<file path="config.mk">
export PLATFORM = sky130hd
export DESIGN_NAME = mult_arbiter
export DESIGN_NICKNAME = d
export VERILOG_FILES = /design/src/rtl/mult_arbiter.sv
export SDC_FILE = /design/constraint.sdc
export NUM_CORES = 1
export LEC_CHECK = 0
export BUFFER_PORTS_ARGS = -buffer_cell sky130_fd_sc_hd__buf_4
export CAP_MARGIN = 0
export CORE_AREA = 8 8 201 203
export DETAILED_ROUTE_END_ITERATION = 7
export DIE_AREA = 0 0 209 211
export GPL_ROUTABILITY_DRIVEN = 0
export SLEW_MARGIN = 20
export SYNTH_ARGS = -nofsm -noshare
export SYNTH_HDL_FRONTEND = slang
export SYNTH_SLANG_ARGS = --single-unit
</file>
<file path="constraint.sdc">
create_clock -name clock -period 2.53 [get_ports clock]
set_input_delay 0.1265 -clock clock [delete_from_list [all_inputs] [get_ports clock]]
set_output_delay 0.1265 -clock clock [all_outputs]
set_load 0.02 [all_outputs]
</file>
<file path="src/rtl/mult_arbiter.sv">
// rtl/mult_arbiter.sv - two-requester arbiter in front of a fixed-latency multiplier pipeline
// Optional round-robin arbitration under `MULT_ARBITER_RR_EN (fixed priority 0 > 1 otherwise).
module mult_arbiter #(
  parameter int TBIT    = 64,
  parameter int LATENCY = 8
) (
  input  logic            clock,
  input  logic            reset,
  input  logic            req0,
  input  logic            req1,
  input  logic [TBIT-1:0] mplier0,
  input  logic [TBIT-1:0] mcand0,
  input  logic [TBIT-1:0] mplier1,
  input  logic [TBIT-1:0] mcand1,
  input  logic            kill0,
  input  logic            kill1,
  output logic            gnt0,
  output logic            gnt1,
  output logic            mult_start,
  output logic [TBIT-1:0] mult_mplier,
  output logic [TBIT-1:0] mult_mcand,
  input  logic            mult_done,
  input  logic [TBIT-1:0] mult_product,
  output logic [TBIT-1:0] result,
  output logic            result_valid0,
  output logic            result_valid1,
  output logic            busy,
  output logic            err
);

  localparam int EX = LATENCY - 1;

  logic            mult_start_q;
  logic            start_id_q;
  logic [TBIT-1:0] mult_mplier_q, mult_mcand_q, result_q;
  logic            result_valid0_q, result_valid1_q, err_q;

  // One tag per pipeline stage; slot EX lines up with mult_done.
  logic [LATENCY-1:0] pipe_started_q, pipe_live_q, pipe_id_q;
  logic [LATENCY-1:0] pipe_started_d, pipe_live_d, pipe_id_d;
  logic [LATENCY-1:0] live_k;
  logic [LATENCY:0]   started_ext, live_ext, id_ext;
  logic               start_live_k;

  logic elig0, elig1, gnt_any;

  assign elig0 = reset & req0 & ~kill0;
  assign elig1 = reset & req1 & ~kill1;

`ifdef MULT_ARBITER_RR_EN
  logic ptr_q;
  assign gnt0 = elig0 & (~elig1 | ~ptr_q);
  assign gnt1 = elig1 & (~elig0 | ptr_q);
`else
  assign gnt0 = elig0;
  assign gnt1 = elig1 & ~elig0;
`endif

  assign gnt_any = gnt0 | gnt1;

  always_comb begin
    live_k       = '0;
    start_live_k = mult_start_q & ~(start_id_q ? kill1 : kill0);
    for (int i = 0; i < LATENCY; i++) begin
      live_k[i] = pipe_live_q[i] & ~(pipe_id_q[i] ? kill1 : kill0);
    end
    started_ext    = {pipe_started_q, mult_start_q};
    live_ext       = {live_k, start_live_k};
    id_ext         = {pipe_id_q, start_id_q};
    pipe_started_d = started_ext[LATENCY-1:0];
    pipe_live_d    = live_ext[LATENCY-1:0];
    pipe_id_d      = id_ext[LATENCY-1:0];
  end

  always_ff @(posedge clock or negedge reset) begin
    if (!reset) begin
      mult_start_q    <= 1'b0;
      start_id_q      <= 1'b0;
      mult_mplier_q   <= '0;
      mult_mcand_q    <= '0;
      result_q        <= '0;
      result_valid0_q <= 1'b0;
      result_valid1_q <= 1'b0;
      err_q           <= 1'b0;
      pipe_started_q  <= '0;
      pipe_live_q     <= '0;
      pipe_id_q       <= '0;
`ifdef MULT_ARBITER_RR_EN
      ptr_q           <= 1'b0;
`endif
    end else begin
      mult_start_q <= gnt_any;
      if (gnt_any) begin
        start_id_q    <= gnt1;
        mult_mplier_q <= gnt1 ? mplier1 : mplier0;
        mult_mcand_q  <= gnt1 ? mcand1  : mcand0;
`ifdef MULT_ARBITER_RR_EN
        ptr_q         <= gnt0;
`endif
      end
      pipe_started_q  <= pipe_started_d;
      pipe_live_q     <= pipe_live_d;
      pipe_id_q       <= pipe_id_d;
      result_valid0_q <= mult_done & pipe_started_q[EX] & live_k[EX] & ~pipe_id_q[EX];
      result_valid1_q <= mult_done & pipe_started_q[EX] & live_k[EX] &  pipe_id_q[EX];
      if (mult_done) begin
        result_q <= mult_product;
      end
      // Completion must coincide exactly with a started slot leaving the pipe.
      if (mult_done != pipe_started_q[EX]) begin
        err_q <= 1'b1;
      end
    end
  end

  assign mult_start    = mult_start_q;
  assign mult_mplier   = mult_mplier_q;
  assign mult_mcand    = mult_mcand_q;
  assign result        = result_q;
  assign result_valid0 = result_valid0_q;
  assign result_valid1 = result_valid1_q;
  assign err           = err_q;
  assign busy          = (|pipe_live_q) | mult_start_q;

endmodule

</file>
* Word-level counts from Yosys, hierarchy flattened
Index checks and enable logic that the tools add are counted.
W data, S select, Z words.
** Word-level totals
- Memory bits (writable) :: 0
- Output and inout port bits :: 199
- Latch bits :: 0
- ROM bits :: 0
- Memories kept :: 0
- Bits of input ports :: 327
- Bits in registers :: 221
- Word-level logic and storage cells :: 57
** Cells by class
- Shift-type cells :: 0
- Multiply operators :: 0
- Equality and inequality tests :: 1
- Bitwise gates (word level) :: 33
- Order comparisons :: 0
- Multiplexer cells :: 11
- Reduce and logical (&&, ||, !) cells :: 1
- Div/mod/pow operators :: 0
- Add/sub/neg operators :: 0
** Operators with widths (number)
- $mux W64 :: 2
- $and A1 B1 Y1 :: 18
- $not A1 Y1 :: 13
- $mux W1 :: 9
- $reduce_or A8 Y1 :: 1
- $or A1 B1 Y1 :: 2
- $ne A1 B1 Y1 :: 1

* Logic depth before layout (Yosys ltp)
Gate-level depths: netlist of run 1.
- Depth after elaboration :: 5
- Gate-level depth with buffers :: 7
- Mapped depth without buffers :: 3

* Worst setup path before layout of run 1
OpenSTA, ideal clock, no wires.
- Path kind :: input to output
- Start point :: in kill1
- End point :: out gnt1
- Setup slack :: 1373 ps
- Data required time :: 2404 ps
- Path buffers :: 3
- Cell stages on the path :: 5
- Arrival :: 1031 ps
- Cell sequence :: and3b_1 clkbuf_1 buf_2 buf_2 and2_1
** On the way
- Cells in the longest elaborated chain, start to end :: 3
** Ends and longest elaborated chain
- from (decl) :: RTL line 16 : input logic kill1,
- $not A1 Y1 :: RTL line 48 : assign elig1 = reset & req1 & ~kill1;
- $and A1 B1 Y1 :: RTL line 48
- $and A1 B1 Y1 :: RTL line 56 : assign gnt1 = elig1 & ~elig0;
- to (decl) :: RTL line 18 : output logic gnt1,
No other way between the ends.

* Worst setup path after layout of run 1
- Start point :: in reset
- End point :: reg mult_mcand_q[29] (netlist: mult_mcand[29])
** On the way
- Cells in the longest elaborated chain, start to end :: 5
- Elaborated cells between the ends (all ways) :: 8
- Classes of those cells :: mux: 1; bitwise: 7
** Ends and longest elaborated chain
- from (decl) :: RTL line 8 : input logic reset,
- $and A1 B1 Y1 (2 in a row) :: RTL line 47 : assign elig0 = reset & req0 & ~kill0;
- $not A1 Y1 :: RTL line 56
- $and A1 B1 Y1 :: RTL line 56
- $mux W64 or $or A1 B1 Y1 (tied branches) :: RTL line 96, 59
- to (signal assigned) :: RTL line 96 : mult_mcand_q <= gnt1 ? mcand1 : mcand0;
- to (decl) :: RTL line 35 : logic [TBIT-1:0] mult_mplier_q, mult_mcand_q, result_q;
Several ways; a longest one is shown, not always the timed one.
A chain may end at the register's enable or synchronous reset.

==> results.cfg, run 1 <==
[yosys]
synth.cell_area_sq_um = 9120
ys_seq_elements = 221
synth_fa_ha_area_frac = 0.001372
synth.net_count = 1097
synthDominantCellAreaShare = 0.6064
async_flop_share = 1.000
muxShareOfSynthArea = 0.08780
synth_compound_area_frac = 0.1944
ys_types = 24
synth_area_per_cell_sq_um = 11.86
synth_xor_area_frac = 0
synth_top_cell_by_area = dfrtp_1
synth_top_family_by_area = compound AO/OA/AOI/OAI gates
postSynthCellCount = 769
synthSimpleGateAreaFrac = 0.01495
synth_area_leaders = dfrtp_1 (61%), a32oi_1 (12%), mux2_2 (7.9%)
ys_seq_area_frac = 0.6064
synthFlopType = dfrtp_1
synth_warnings = 0
yosysMostFrequentCell = dfrtp_1
ys_top_cells_by_count = dfrtp_1 (221), a32oi_1 (128), inv_1 (128)
synth_edf_count = 0

[route]
detail_route.wl_per_cell_microns = 20.15
detail-route-antenna-nets = 0
remaining_drc_errors = 0
avgViaCountPerCell = 4.653
num_vias = 9706
wl_mm = 42.04
drt_iter0_drc = 565
firstDrtPassIters = 5

[timing]
setup-tns-final_ns = 0
clock_skew_ns = 0.005541
fmax_mhz = 432.4
slew_headroom = 0.5458
tightest_slew_ns = 0.6814
report.final.slew_viol_count = 0
finalCritPeriodShare = 0.9141
hold_violations = 0
rsz0062_at_grt = false
finalSetupViolCount = 0
fin_crit_ns = 2.313

[floorplanning]
ioPinCount = 526
core_region_area_sq_um = 37130
start_util = 0.2456
dieArea_sq_um = 44100
die-height_microns = 211
rows = 71
die_w_microns = 209

[clocking]
postCtsSetupRepairBufs = 0
cts.sinks = 221
cts_buffers = 26
clkTransAtPathRegs_ns = 0.06
cts_tree = done
root_buffer = clkbuf_16
clockBufferDepth = 3
clock_latency_ns = 0.53
htreeDepth = 1

[grt]
grt_usage = 0.1814
grt_max_degree = 99
grt_pass1_wl_mm = 63.94
first_global_vias = 10830
antenna_found_initial = 1
overflow = 0

[cells_and_area]
drive_gt1_frac = 0.4053
area_growth_pct = 93.54
stdcell_count = 2086
nNetsFinal = 1920

[worst_setup_path]
cp_max_fo = 62
cp.required_ns = 2.98
startpoint_type = input port
rr_startpoint = pipe_started_q[7]
worstSetupEndpointType = register
crit_path_start = reset
worstPathArrival_ns = 2.77
critical_path_class = input port to register

[pwr]
powerDensity_nw_per_um2 = 644.3
peakVddDrop_v = 0.0004119
power.leakage_nw = 8.055

[run]
max_cap_viol_count = 0

[placement]
post-dp-hpwl_mm = 27.85
numPlacedInstances = 1715
port_buffers = 525

[outcome]
outcome = completed

[hold_path]
worstHoldPathType = input port to async pin
timing repair:
action,CTS,global route
hold buffers,323,0
gates resized for setup,0,0
hold endpoints to repair,423,0
cells in the final DEF (no fill, tap or decap):
cell type	instances
a21boi_4	1
a32oi_1	128
and2_1	9
and3b_4	2
buf_12	7
buf_4	531
buf_8	1
bufinv_16	3
clkbuf_1	2
clkbuf_16	26
clkbuf_8	9
clkinv_2	4
clkinv_4	1
clkinv_8	1
clkinvlp_4	1
dfrtp_1	221
diode_2	1
dlygate4sd3_1	323
ha_1	1
inv_1	128
mux2_2	64
mux2i_1	8
nand2_1	1
nand2b_1	1
nand2b_4	1
nand3_1	1
nor2_1	3
nor3_1	2
nor3b_1	1
nor4_1	1
o21ai_0	20
o21ai_1	108
or2_2	1
per-layer routing:
layer | GRT usage | up-vias | wire [microns]
li1 | - | 4412 | -
met1 | 0.2062 | 4683 | 16050
met2 | 0.3076 | 519 | 20480
met3 | 0.06276 | 90 | 3758
met4 | 0.07849 | 2 | 1732
met5 | 0 | - | 13
cells by family (layout without fill, tap and decap cells):
kind of cell / after synthesis / after routing
multiplexers: 72 / 72
flip-flops: 221 / 221
buffers and inverters: 195 / 1037
other: 0 / 1
AND/OR/NAND/NOR: 23 / 23
AO/OA/AOI/OAI: 257 / 257
adder cells (fa/ha/maj): 1 / 1
path summary, 6_finish.rpt:
kind,end,slack (ns),depth (start not counted)
min in group clock,start_id_q,0.13,3
setup / recovery,mult_mcand[29],0.22,7
hold reg to reg,pipe_started_q[6],0.34,0
max in group asynchronous,mult_mplier[44],1.51,3
hold / removal,pipe_id_q[0],0.07,2
setup reg to reg,err,1.54,2
flip-flops by register name (all words and copies together), names as in the netlist:
register        cells
mult_mcand         64
result             64
mult_start          1
result_valid0       1
pipe_id_q           8
result_valid1       1
start_id_q          1
err                 1
pipe_live_q         8
mult_mplier        64
pipe_started_q      8
per-stage QoR:
stage	hold slack [ns]	utilization	worst slack, ns	area, sq um	power (mW)
6_report	0.06717	0.4753	0.2174	17650	11.37
5_1_grt	0.08937	0.4753	0.07727	17650	11.90
4_1_cts	0.05830	0.4753	0.2663	17650	11.47
3_5_place_dp	0.01507	0.3633	0.8692	13490	7.068
3_3_place_gp	0.01391	0.3633	0.9188	13490	7.032
2_1_floorplan	-0.1691	-	1.373	9120	5.510
worst max-delay path, cell delays in order:
cell and delay, ns:
dlygate4sd3_1 0.58, buf_8 0.24, and3b_4 0.54, buf_12 0.32, a32oi_1 0.15, dlygate4sd3_1 0.60, o21ai_1 0.09
power breakdown:
part / internal, mW / switching [mW] / total (mW)
logic: 1.53 / 1.56 / 3.09
registers: 4.03 / 0.311 / 4.34
clock network: 2.45 / 1.50 / 3.95
total: 8.01 / 3.36 / 11.4
layout make-up:
| class | instances | area, sq um |
|---|---|---|
| timing repair buffer | 862 | 7375 |
| clock buffer | 37 | 782.0 |
| inverter | 128 | 480.5 |
| sequential | 221 | 5530 |
| antenna | 1 | 2.502 |
| clock inverter | 10 | 142.6 |
| tap | 474 | 593.1 |
| fill | 3152 | 19480 |
| multi-input combinational | 353 | 2745 |
Power figures use the tool's default switching activity.
==> run 2: changes to the inputs <==
--- a/config.mk
+++ b/config.mk
@@ -11,6 +11,7 @@
 export DETAILED_ROUTE_END_ITERATION = 7
 export DIE_AREA = 0 0 209 211
 export GPL_ROUTABILITY_DRIVEN = 0
+export RECOVER_POWER = 50
 export SLEW_MARGIN = 20
 export SYNTH_ARGS = -nofsm -noshare
 export SYNTH_HDL_FRONTEND = slang
==> run 2 against run 1 <==
Net effect:
- the run now ends with capacitance limit, slew limit left
- global-route usage unchanged
- sequential power about the same
- sequential cell count unchanged
- clock power about the same
- count of clock-buffer cells in the layout unchanged
- worst setup slack improved by 0.0055 ns
- register-to-register slack about the same
- critical path type unchanged
- final cell count unchanged
- clock skew about the same
- maximum frequency increased by 0.24%
- core utilization decreased by 0.15 points
==> results.cfg, run 2 (same netlist as run 1, synthesis figures left out) <==
[timing]
tightest_slew_ns = 1.736
fin_crit_ns = 2.307
report.final.slew_viol_count = 33
hold_violations = 0
holdWs_ns = 0.06104
slew_headroom = -0.1572
clock_skew_ns = 0.005529
setup-tns-final_ns = 0
finalSetupViolCount = 0
rsz0062_at_grt = false
finalCritPeriodShare = 0.9119
fmax_mhz = 433.4

[floorplanning]
start_util = 0.2456
ioPinCount = 526
rows = 71
dieArea_sq_um = 44100
core_region_area_sq_um = 37130
die-height_microns = 211
die_w_microns = 209

[route]
avgViaCountPerCell = 4.672
wl_mm = 42.08
remaining_drc_errors = 0
detail-route-antenna-nets = 0
firstDrtPassIters = 5
detail_route.wl_per_cell_microns = 20.17
num_vias = 9745
drt_iter0_drc = 586

[worst_setup_path]
worstPathArrival_ns = 2.76
cp_max_fo = 62
reg2reg_depth = 2
rr_endpoint = err
startpoint_type = input port
rr_startpoint = pipe_started_q[7]
critical_path_class = input port to register
worstSetupEndpointType = register
cp.required_ns = 2.98
r2r_slack_ns = 1.53

[pwr]
powerDensity_nw_per_um2 = 645.7
power.leakage_nw = 8.006
peakVddDrop_v = 0.0004164

[clocking]
cts-resized-gates = 0
htreeDepth = 1
root_buffer = clkbuf_16
hold_buffers = 323
clockBufferDepth = 3
clkTransAtPathRegs_ns = 0.06
postCtsSetupRepairBufs = 0
cts.sinks = 221
cts_tree = done
clock_latency_ns = 0.53
cts_buffers = 26

[run]
max_cap_viol_count = 1

[cells_and_area]
layout_commonest_cell = buf_4
final_core_util = 0.4738
area_growth_pct = 92.92
stdcell_count = 2086
layout_common_cells = buf_4 (518), dlygate4sd3_1 (323), dfrtp_1 (221)
nNetsFinal = 1920
fin_area_sq_um = 17590
drive_gt1_frac = 0.3991

[grt]
grt_max_degree = 99
antenna_found_initial = 1
overflow = 0
first_global_vias = 10830
grt_usage = 0.1814
grt_pass1_wl_mm = 63.94

[outcome]
outcome = finished with violations
violations = capacitance limit, slew limit

[placement]
post-dp-hpwl_mm = 27.85
port_buffers = 525
place_area_sq_um = 13490
numPlacedInstances = 1715

[hold_path]
worstHoldPathType = input port to async pin
## run 2: power breakdown
part	total, mW	switching, mW	internal (mW)
combinational	3.07	1.56	1.51
sequential	4.34	0.310	4.03
clock	3.96	1.51	2.45
## run 2: metrics by stage
stage / power [mW] / setup WS, ns
finish: 11.36 / 0.2229
global route: 11.88 / 0.08862
global placement: 7.032 / 0.9188
floorplan: 5.510 / 1.373
CTS: 11.47 / 0.2663
detailed placement: 7.068 / 0.8692
## run 2: cell type report
| cell class | instances | area (sq um) |
|---|---|---|
| inverters | 128 | 480.5 |
| well taps | 474 | 593.1 |
| fillers | 3168 | 19540 |
| clock inverters | 10 | 142.6 |
| repair buffers | 862 | 7318 |
| diodes | 1 | 2.502 |
| flip-flops and latches | 221 | 5530 |
| multi-input cells | 353 | 2745 |
| clock buffers | 37 | 782.0 |
## run 2: worst max path at each step
| stage | startpoint | to | slack (ns) |
|---|---|---|---|
| 2_1_floorplan | kill1 | gnt1 | 1.37 |
| 3_3_place_gp | reset | mult_mcand[28] | 0.92 |
| 3_5_place_dp | reset | mult_mcand[26] | 0.87 |
| 4_1_cts | reset | mult_mplier[16] | 0.27 |
| 5_1_grt | reset | mult_mcand[29] | 0.09 |
| 6_report | reset | mult_mcand[29] | 0.22 |
## run 2: layer usage
metal / global-route usage / routed length (microns)
met5: 0 / 13
met4: 0.07849 / 1663
met3: 0.06276 / 3776
met2: 0.3076 / 20500
met1: 0.2062 / 16130
## run 2: critical path, cell delays in order
cell and delay, ns:
dlygate4sd3_1 0.58, buf_8 0.24, and3b_4 0.53, buf_12 0.32, a32oi_1 0.15, dlygate4sd3_1 0.60
o21ai_1 0.09
==> run 3: changes to the inputs <==
--- a/config.mk
+++ b/config.mk
@@ -5,13 +5,15 @@
 export SDC_FILE = /design/constraint.sdc
 export NUM_CORES = 1
 export LEC_CHECK = 0
+export ABC_AREA = 1
 export BUFFER_PORTS_ARGS = -buffer_cell sky130_fd_sc_hd__buf_4
 export CAP_MARGIN = 0
-export CORE_AREA = 8 8 201 203
+export CORE_AREA = 8 8 197 199
 export DETAILED_ROUTE_END_ITERATION = 7
-export DIE_AREA = 0 0 209 211
+export DIE_AREA = 0 0 205 207
 export GPL_ROUTABILITY_DRIVEN = 0
 export RECOVER_POWER = 50
+export REMOVE_ABC_BUFFERS = 1
 export SLEW_MARGIN = 20
 export SYNTH_ARGS = -nofsm -noshare
 export SYNTH_HDL_FRONTEND = slang
==> run 3 against run 2 <==
Net effect:
- the flow still finishes with violations (capacitance limit, slew limit)
- core utilization rose by 1.3 points
- sequential cell count did not move
- clock power fell by 11%
- wire length rose by 0.34%
- critical path depth fell by 1
- first-iteration DRC count fell by 4.8%
- sequential share of layout area rose by 0.21 points
- worst setup slack got worse by 0.023 ns
==> results.cfg, run 3 <==
[outcome]
outcome = finished with violations
violations = capacitance limit, slew limit

[floorplanning]
rows = 70
die-height_microns = 207
start_util = 0.2591
ioPinCount = 526
dieArea_sq_um = 42440
die_w_microns = 205
core_region_area_sq_um = 35910

[grt]
grt_usage = 0.1868
first_global_vias = 11380
grt_max_degree = 120
antenna_found_initial = 2
overflow = 0
grt_pass1_wl_mm = 64.25

[placement]
port_buffers = 525
post-place-ws_ns = 0.7843
post-dp-hpwl_mm = 27.94

[cells_and_area]
drive_gt1_frac = 0.3375
layout_common_cells = buf_4 (476), nand3_1 (386), dlygate4sd3_1 (323)
nNetsFinal = 2063
final_core_util = 0.4867
fillers = 3194
area_growth_pct = 87.86
layout_commonest_cell = buf_4

[timing]
clock_skew_ns = 0.005907
report.final.slew_viol_count = 144
fmax_mhz = 429.2
rsz0062_at_grt = false
fin_crit_ns = 2.330
slew_headroom = -0.08079
finalSetupViolCount = 0
worst_slack_ns = 0.2003
finalCritPeriodShare = 0.9208
hold_violations = 0
holdWs_ns = 0.1089
tightest_slew_ns = 1.621

[run]
max_cap_viol_count = 2

[yosys]
synth.cell_area_sq_um = 9304
async_flop_share = 1.000
synthDominantCellAreaShare = 0.5944
yosysMostFrequentCell = nand3_1
synth_area_leaders = dfrtp_1 (59%), nand3_1 (21%), mux2_2 (7.7%)
postSynthCellCount = 920
synthFlopType = dfrtp_1
synth_edf_count = 0
ys_types = 19
synth_warnings = 0
ys_seq_area_frac = 0.5944
synth_top_cell_by_area = dfrtp_1
ys_seq_elements = 221
ys_top_cells_by_count = nand3_1 (387), dfrtp_1 (221), nand2_1 (140)
synth_area_per_cell_sq_um = 10.11

[pwr]
peakVddDrop_v = 0.0004319
powerDensity_nw_per_um2 = 638.8
p_sw_frac = 0.2992
p_int_mw = 7.825
power.leakage_nw = 8.473
netSwitchingPower_mw = 3.340
comb_power_share = 0.298
clockPowerShare = 0.315
seq_power_share = 0.387

[clocking]
root_buffer = clkbuf_16
clkTransAtPathRegs_ns = 0.06
clockBufferDepth = 3
cts_tree = done
cts.sinks = 221
clock_latency_ns = 0.51
cts_buffers = 25
cts-resized-gates = 0
htreeDepth = 1

[worst_setup_path]
critical_path_class = input port to primary output
startpoint_type = input port
reg2reg_depth = 3
cp.required_ns = 2.40
rr_endpoint = mult_mcand[21]
cp-endpoint = gnt0
worstPathArrival_ns = 2.20
r2r_slack_ns = 1.19
cp_max_fo = 41
rr_startpoint = mult_mcand[21]
worstSetupEndpointType = primary output
crit_path_start = reset

[route]
num_vias = 10530
avgViaCountPerCell = 4.741
wl_mm = 42.23
drt_iter0_drc = 558
detail-route-antenna-nets = 0
remaining_drc_errors = 0
detail_route.wl_per_cell_microns = 19.02
firstDrtPassIters = 5

[hold_path]
worstHoldPathType = input port to async pin
## run 3: cells by family (layout without fill, tap and decap cells)
| kind of cell | Yosys count | after routing | share of synthesized area |
|---|---|---|---|
| simple gates | 540 | 540 | 0.2717 |
| flops | 221 | 221 | 0.5944 |
| buf+inv | 86 | 917 | 0.04707 |
| mux | 64 | 64 | 0.07746 |
| compound gates | 8 | 8 | 0.008069 |
| fa+ha+maj | 1 | 1 | 0.001345 |
| other cells | 0 | 1 | 0 |
## run 3: metal layers
layer / vias to the layer above / routed length, microns / GRT usage
li1: 4823 / - / -
met1: 5079 / 16020 / 0.2128
met2: 533 / 20590 / 0.3237
met3: 90 / 4068 / 0.05665
met4: 0 / 1552 / 0.06977
met5: - / 0 / 0
## run 3: how the worst min path moves through the flow
stage	slack, ns	endpoint	start	cells after the start
6_report	0.11	mult_mcand[12]	reset	2
5_1_grt	0.12	result[5]	reset	2
4_1_cts	0.11	mult_mcand[12]	reset	2
3_5_place_dp	0.03	mult_mcand[12]	reset	1
3_3_place_gp	0.02	result[5]	reset	1
2_1_floorplan	-0.17	err	reset	0
## run 3: worst max-delay path: stages
cell           delay, ns
dlygate4sd3_1       0.59
buf_8               0.29
nand3_4             0.29
inv_4               0.41
buf_12              0.28
buf_4               0.18
## run 3: final cells by class
type                    instances  area (sq um)  share of cell area
flip-flops and latches        221          5530              0.3164
clock buffers                  39         728.2             0.04166
well taps                     468         585.6             0.03350
multi-input cells             613          3361              0.1923
diodes                          1         2.502           0.0001432
repair buffers                866          7193              0.4116
clock inverters                 4         45.04            0.002577
inverters                       8         32.53            0.001861
## run 3: per-stage QoR
| stage | cell area [sq um] | instances | setup TNS [ns] | power [mW] |
|---|---|---|---|---|
| detailed placement | 13690 | 1853 | 0 | 7.036 |
| CTS | 17700 | 2219 | 0 | 11.33 |
| global route | 17480 | 2220 | 0 | 11.68 |
| global placement | 13690 | 1853 | 0 | 6.997 |
| floorplan | 8896 | 842 | -387.17 | 5.472 |
| finish | 17480 | 2220 | 0 | 11.16 |
## run 3: power groups by stage
stage | sequential [mW] | combinational (mW) | clock, mW
after floorplan | 4.89 | 0.585 | 0
after global placement | 4.35 | 2.65 | 0
after detailed placement | 4.36 | 2.67 | 0
after CTS | 4.31 | 3.41 | 3.60
after global routing | 4.38 | 3.55 | 3.75
final | 4.32 | 3.33 | 3.51
## run 3: repair_timing
action | 4_1_cts | 5_1_grt
hold buffers | 323 | 0
setup endpoints to repair | 0 | 0
buffers inserted | 0 | 0
hold endpoints to repair | 373 | 0
